`config.mk`:
```
export PLATFORM = sky130hd
export DESIGN_NAME = uart_tx_fifo
export DESIGN_NICKNAME = d
export VERILOG_FILES = /design/src/rtl/uart_tx_fifo.sv
export SDC_FILE = /design/constraint.sdc
export NUM_CORES = 1
export LEC_CHECK = 0
export ABC_AREA = 0
export CORE_UTILIZATION = 50
export DETAILED_ROUTE_END_ITERATION = 6
export PLACE_DENSITY = 0.69
export SYNTH_ARGS = -nofsm -noshare
export SYNTH_HDL_FRONTEND = slang
export SYNTH_SLANG_ARGS = --single-unit
export TNS_END_PERCENT = 100
```
`constraint.sdc`:
```
create_clock -name clk_in -period 4.1 [get_ports clk_in]
set_input_delay 0.82 -clock clk_in [delete_from_list [all_inputs] [get_ports clk_in]]
set_output_delay 0.82 -clock clk_in [all_outputs]
set_load 0.01 [all_outputs]
```
`src/rtl/uart_tx_fifo.sv`:
```
// Buffered 8N1 UART transmitter: byte FIFO on a valid/ready write port feeding
// an LSB-first serialiser. Back-to-back frames are sent without an idle gap.
module uart_tx_fifo #(
  parameter int unsigned CLKS_PER_BIT = 142,
  parameter int unsigned FIFO_DEPTH   = 4
) (
  input  logic                          clk_in,
  input  logic                          rst_in,
  input  logic [7:0]                    tx_data_in,
  input  logic                          tx_valid_in,
  output logic                          tx_ready_out,
  output logic                          tx_out,
  output logic                          tx_busy_out,
  output logic [$clog2(FIFO_DEPTH):0]   fifo_count_out
);

  localparam int unsigned PTR_W  = $clog2(FIFO_DEPTH);
  localparam int unsigned CNT_W  = PTR_W + 1;
  localparam int unsigned BAUD_W = $clog2(CLKS_PER_BIT);

  localparam logic [BAUD_W-1:0] BAUD_LAST = BAUD_W'(CLKS_PER_BIT - 1);
  localparam logic [CNT_W-1:0]  CNT_FULL  = CNT_W'(FIFO_DEPTH);

  typedef enum logic [1:0] {
    ST_IDLE  = 2'd0,
    ST_START = 2'd1,
    ST_DATA  = 2'd2,
    ST_STOP  = 2'd3
  } state_t;

  state_t              state_q, state_d;
  logic [BAUD_W-1:0]   baud_q, baud_d;
  logic [2:0]          bit_q, bit_d;
  logic [7:0]          shift_q, shift_d;
  logic                tx_q, tx_d;
  logic                busy_q;
  logic [CNT_W-1:0]    count_q, count_d;
  logic [PTR_W-1:0]    wr_ptr_q, rd_ptr_q;
  logic [7:0]          mem [FIFO_DEPTH];
  logic                push;
  logic                pop;
  logic                fifo_nonempty;

  assign tx_ready_out   = (count_q != CNT_FULL);
  assign tx_out         = tx_q;
  assign tx_busy_out    = busy_q;
  assign fifo_count_out = count_q;

  assign push          = tx_valid_in & tx_ready_out;
  assign fifo_nonempty = (count_q != '0);

  // Next-state logic: baud/bit sequencing and FIFO pop at frame boundaries
  always_comb begin
    state_d = state_q;
    baud_d  = baud_q;
    bit_d   = bit_q;
    shift_d = shift_q;
    pop     = 1'b0;
    case (state_q)
      ST_IDLE: begin
        if (fifo_nonempty) begin
          pop     = 1'b1;
          shift_d = mem[rd_ptr_q];
          baud_d  = '0;
          bit_d   = '0;
          state_d = ST_START;
        end
      end
      ST_START: begin
        if (baud_q == BAUD_LAST) begin
          baud_d  = '0;
          bit_d   = '0;
          state_d = ST_DATA;
        end else begin
          baud_d = baud_q + BAUD_W'(1);
        end
      end
      ST_DATA: begin
        if (baud_q == BAUD_LAST) begin
          baud_d = '0;
          if (bit_q == 3'd7) begin
            state_d = ST_STOP;
          end else begin
            bit_d = bit_q + 3'd1;
          end
        end else begin
          baud_d = baud_q + BAUD_W'(1);
        end
      end
      ST_STOP: begin
        if (baud_q == BAUD_LAST) begin
          baud_d = '0;
          bit_d  = '0;
          if (fifo_nonempty) begin
            pop     = 1'b1;
            shift_d = mem[rd_ptr_q];
            state_d = ST_START;
          end else begin
            state_d = ST_IDLE;
          end
        end else begin
          baud_d = baud_q + BAUD_W'(1);
        end
      end
      default: begin
        state_d = ST_IDLE;
        baud_d  = '0;
        bit_d   = '0;
      end
    endcase
  end

  // Line level for the upcoming cycle, so tx_out is a plain register
  always_comb begin
    tx_d = 1'b1;
    case (state_d)
      ST_START: tx_d = 1'b0;
      ST_DATA:  tx_d = shift_d[bit_d];
      default:  tx_d = 1'b1;
    endcase
  end

  // Queue occupancy: simultaneous push and pop leave it unchanged
  always_comb begin
    count_d = count_q;
    case ({push, pop})
      2'b10:   count_d = count_q + CNT_W'(1);
      2'b01:   count_d = count_q - CNT_W'(1);
      default: count_d = count_q;
    endcase
  end

  // FSM, serialiser and FIFO pointer registers
  always_ff @(posedge clk_in) begin
    if (rst_in) begin
      state_q  <= ST_IDLE;
      baud_q   <= '0;
      bit_q    <= '0;
      shift_q  <= '0;
      tx_q     <= 1'b1;
      busy_q   <= 1'b0;
      count_q  <= '0;
      wr_ptr_q <= '0;
      rd_ptr_q <= '0;
    end else begin
      state_q <= state_d;
      baud_q  <= baud_d;
      bit_q   <= bit_d;
      shift_q <= shift_d;
      tx_q    <= tx_d;
      busy_q  <= (state_d != ST_IDLE);
      count_q <= count_d;
      if (push) wr_ptr_q <= wr_ptr_q + PTR_W'(1);
      if (pop)  rd_ptr_q <= rd_ptr_q + PTR_W'(1);
    end
  end

  // FIFO storage; contents need no reset since the pointers define validity
  always_ff @(posedge clk_in) begin
    if (!rst_in && push) mem[wr_ptr_q] <= tx_data_in;
  end

endmodule
```
==> qor.txt <==
Run status: completed
Hold-fix buffers, CTS: 0
Pre-CTS setup slack: 1.22 ns
Initial core utilization: 52.5%
Met2 usage: 28.3%
Final setup TNS: 0 ns
Worst-path clk slew: 0.07 ns
Drt drc: 0
Delay-heaviest family, CP: simple AND/OR/NAND/NOR gates
Non-filler cells, final: 336
GRT Util Overall: 18.3%
Worst path slowest cell: dfxtp_1
Initial DRC count: 130
Met3 Use GR: 4.88%
Minimum clock period: 2.88 ns
Via density: 5.53
PwrDens: 649 mW/mm2
Buf/Inv on CP: 2
WL/cell: 14.7 um
First-pass GRT wire length: 8410 um
Largest stage delay, worst path: 0.46 ns
CTS resizes: 0
Final worst slack: 1.22 ns
IO Port Bufs: 16
Register area share after synthesis: 54.7%
Grt met1 use: 23.7%
Register bit total from synthesis: 64
CTS tree: built
Critical path fanouts, max: 17
Final setup viols: 0
Core area: 0.00557 mm2
Die X: 78.5 um
Final worst-path cycle share: 70.2%
Max_cap viols: 0
HPWL Detailed: 3460 um
Leak: 0.00114 uW
Fin. max-slew vios: 0
Maximum level of the CTS H-tree: 3
Clock Path Buffers: 2
Unique cell type count in the Yosys netlist: 55
CP Capture Type: register
Placer Congestion: 0.780
Fraction of layout cells with a size suffix above 1: 12.5%
Total Routed Length: 4930 um
CP cell instances: ha_1 -> and4bb_1 -> a31oi_1 -> nor3_4 -> buf_4 -> ha_1 -> inv_1 -> fa_1 -> xor2_1 -> or3_1 -> a21oi_1
Grt total ovfl: 0
Placed cell count: 320
WP data arrival: 3.15 ns
Area growth from synthesis to layout: 13.3%
Class of the worst hold path: reg -> reg
Antenna cells: 0
# IOs: 17
Synthesized area: 0.00293 mm2
Post-route ant nets: 0
Post-CTS setup buffers: 0
Post-Route Skew: 0.00862 ns
Largest net degree at the start of global routing: 20
Die H: 78.5 um
Synth warn: 0
Number of antenna violations at the first check in global routing: 0
Synth Area per Inst: 12.1 um2
Post-synthesis async set-or-reset flop share: 0%
Pre-antenna DRT Iters: 4
Synthesized instance count: 242
Die Area: 0.00616 mm2
Syn nets: 267
Final hold vios: 0
Ys flop type: edfxtp_1
CTS buffer count: 9
Clk sink count: 64
CTS root buf: clkbuf_8
Vias in the first global route: 1,806
Crit start category: register
EDFF count, synth: 32
CP Data Required Time: 4.37 ns
Nets: 284
Fmax: 0.347 GHz
Rows: 27
Most frequent CP cell: ha_1
Slew Limit Headroom: 64.1%
CP Class: reg -> reg
Clock Latency Late Sink: 0.34 ns
Tightest Pin Transition: 0.538 ns
Routed vias: 1,858
Peak VDD IR: 281 uV
Fin util: 59.5%
RSZ-0062 raised after global routing: false
Most used routing layer: met2
## where the power goes
group          leakage [uW]  switching (uW)  internal, uW
registers          0.000551            85.5           775
logic              0.000501             438           326
clock network     0.0000916             250           280
## flip-flops by register name, indices dropped and copies added, names as in the netlist, named ones only
name            count
wr_ptr_q            2
mem                32
fifo_count_out      3
tx_busy_out         1
tx_out              1
baud_q              8
state_q             2
rd_ptr_q            2
shift_q             8
bit_q               3
## logic make-up (layout without fill, tap and decap cells)
family                     Yosys count  after routing  share of synthesized area [%]
AOI/OAI and AO/OA                   44             44                           12.0
xor gates and xnor gates            11             11                           3.29
adders and majority gates           14             14                           6.24
buffers and inverters               21             43                           3.55
DFF                                 64             64                           54.7
muxes                                8              8                           6.16
and+or+nand+nor                     80             80                           14.1
## routing by layer
metal  vias up  share of wire [%]
met4         0                2.2
li1        935                  -
met2        25                 47
met5         -                  0
met1       887                 49
met3        11                2.6
## worst register-to-register path: cells and delay by family (launching register included)
family / cells / cell delay (ns)
simple gates: 3 / 0.82
flops: 1 / 0.46
fa+ha+maj: 3 / 0.77
buf+inv: 2 / 0.30
xor+xnor: 1 / 0.16
compound gates: 2 / 0.32
## synthesized netlist by cell type (2+ instances only)
master | n | area share (%)
nor4_1 | 2 | 0.43
edfxtp_1 | 32 | 33
buf_1 | 2 | 0.26
nor2_1 | 36 | 4.6
mux4_2 | 8 | 6.2
and3b_1 | 2 | 0.60
o21ai_0 | 4 | 0.68
inv_1 | 9 | 1.2
nand4_1 | 5 | 1.1
buf_6 | 2 | 0.77
dfxtp_1 | 32 | 22
buf_4 | 2 | 0.51
nand3_1 | 5 | 0.85
clkbuf_1 | 4 | 0.51
xnor2_1 | 3 | 0.90
ha_1 | 13 | 5.6
or3_1 | 3 | 0.64
a221oi_1 | 3 | 0.90
xor2_1 | 8 | 2.4
nand2_1 | 10 | 1.3
a41oi_1 | 2 | 0.60
a22oi_1 | 8 | 2.1
and2_1 | 6 | 1.3
a21oi_1 | 8 | 1.4
a211o_1 | 2 | 0.60
a221o_1 | 2 | 0.68
## area by class of cell
type                            count  area, um2
Fill cell                         480       2260
Sequential cell                    64       1600
Multi-Input combinational cell    157       1220
Timing Repair Buffer               18        175
Clock buffer                        9        124
Tap cell                           72       90.1
Clock inverter                      7       71.3
Inverter                            9       33.8
## metrics by stage
stage / cell area (um2) / hold slack, ns / power, uW
floorplan: 2930 / 0.466 / 1470
global placement: 3120 / 0.490 / 1630
detailed placement: 3120 / 0.506 / 1640
CTS: 3320 / 0.523 / 2170
global route: 3320 / 0.541 / 2300
finish: 3320 / 0.521 / 2150
## layout by cell type (no fill, tap or decap), types with 2 or more instances in the layout
master           netlist  routed
clkdlybuf4s50_1        0      16
a41oi_1                2       2
a221o_1                2       2
dfxtp_1               32      32
o21ai_0                4       4
or3_1                  3       3
buf_4                  2       2
nor2_1                36      36
nand2_1               10      10
nand3_1                5       5
mux4_2                 8       8
nor4_1                 2       2
inv_1                  9       9
clkinv_2               0       2
a221oi_1               3       3
a21oi_1                8       8
nand4_1                5       5
ha_1                  13      13
a211o_1                2       2
and2_1                 6       6
edfxtp_1              32      32
clkinvlp_4             0       3
clkbuf_8               0       9
xnor2_1                3       3
a22oi_1                8       8
and3b_1                2       2
xor2_1                 8       8
## path summary, 6_finish.rpt
path | start | to | slack [ns] | cells past startpoint
max | baud_q[0]$_SDFFE_PP0P_ | fifo_count_out[2]$_SDFFE_PP0P_ | 1.22 | 11
min | shift_q[0]$_SDFF_PP0_ | shift_q[0]$_SDFF_PP0_ | 0.52 | 2
max reg2reg | baud_q[0]$_SDFFE_PP0P_ | fifo_count_out[2]$_SDFFE_PP0P_ | 1.22 | 11
min reg2reg | shift_q[0]$_SDFF_PP0_ | shift_q[0]$_SDFF_PP0_ | 0.52 | 2
Note: power is estimated with default switching activity, not from simulation.
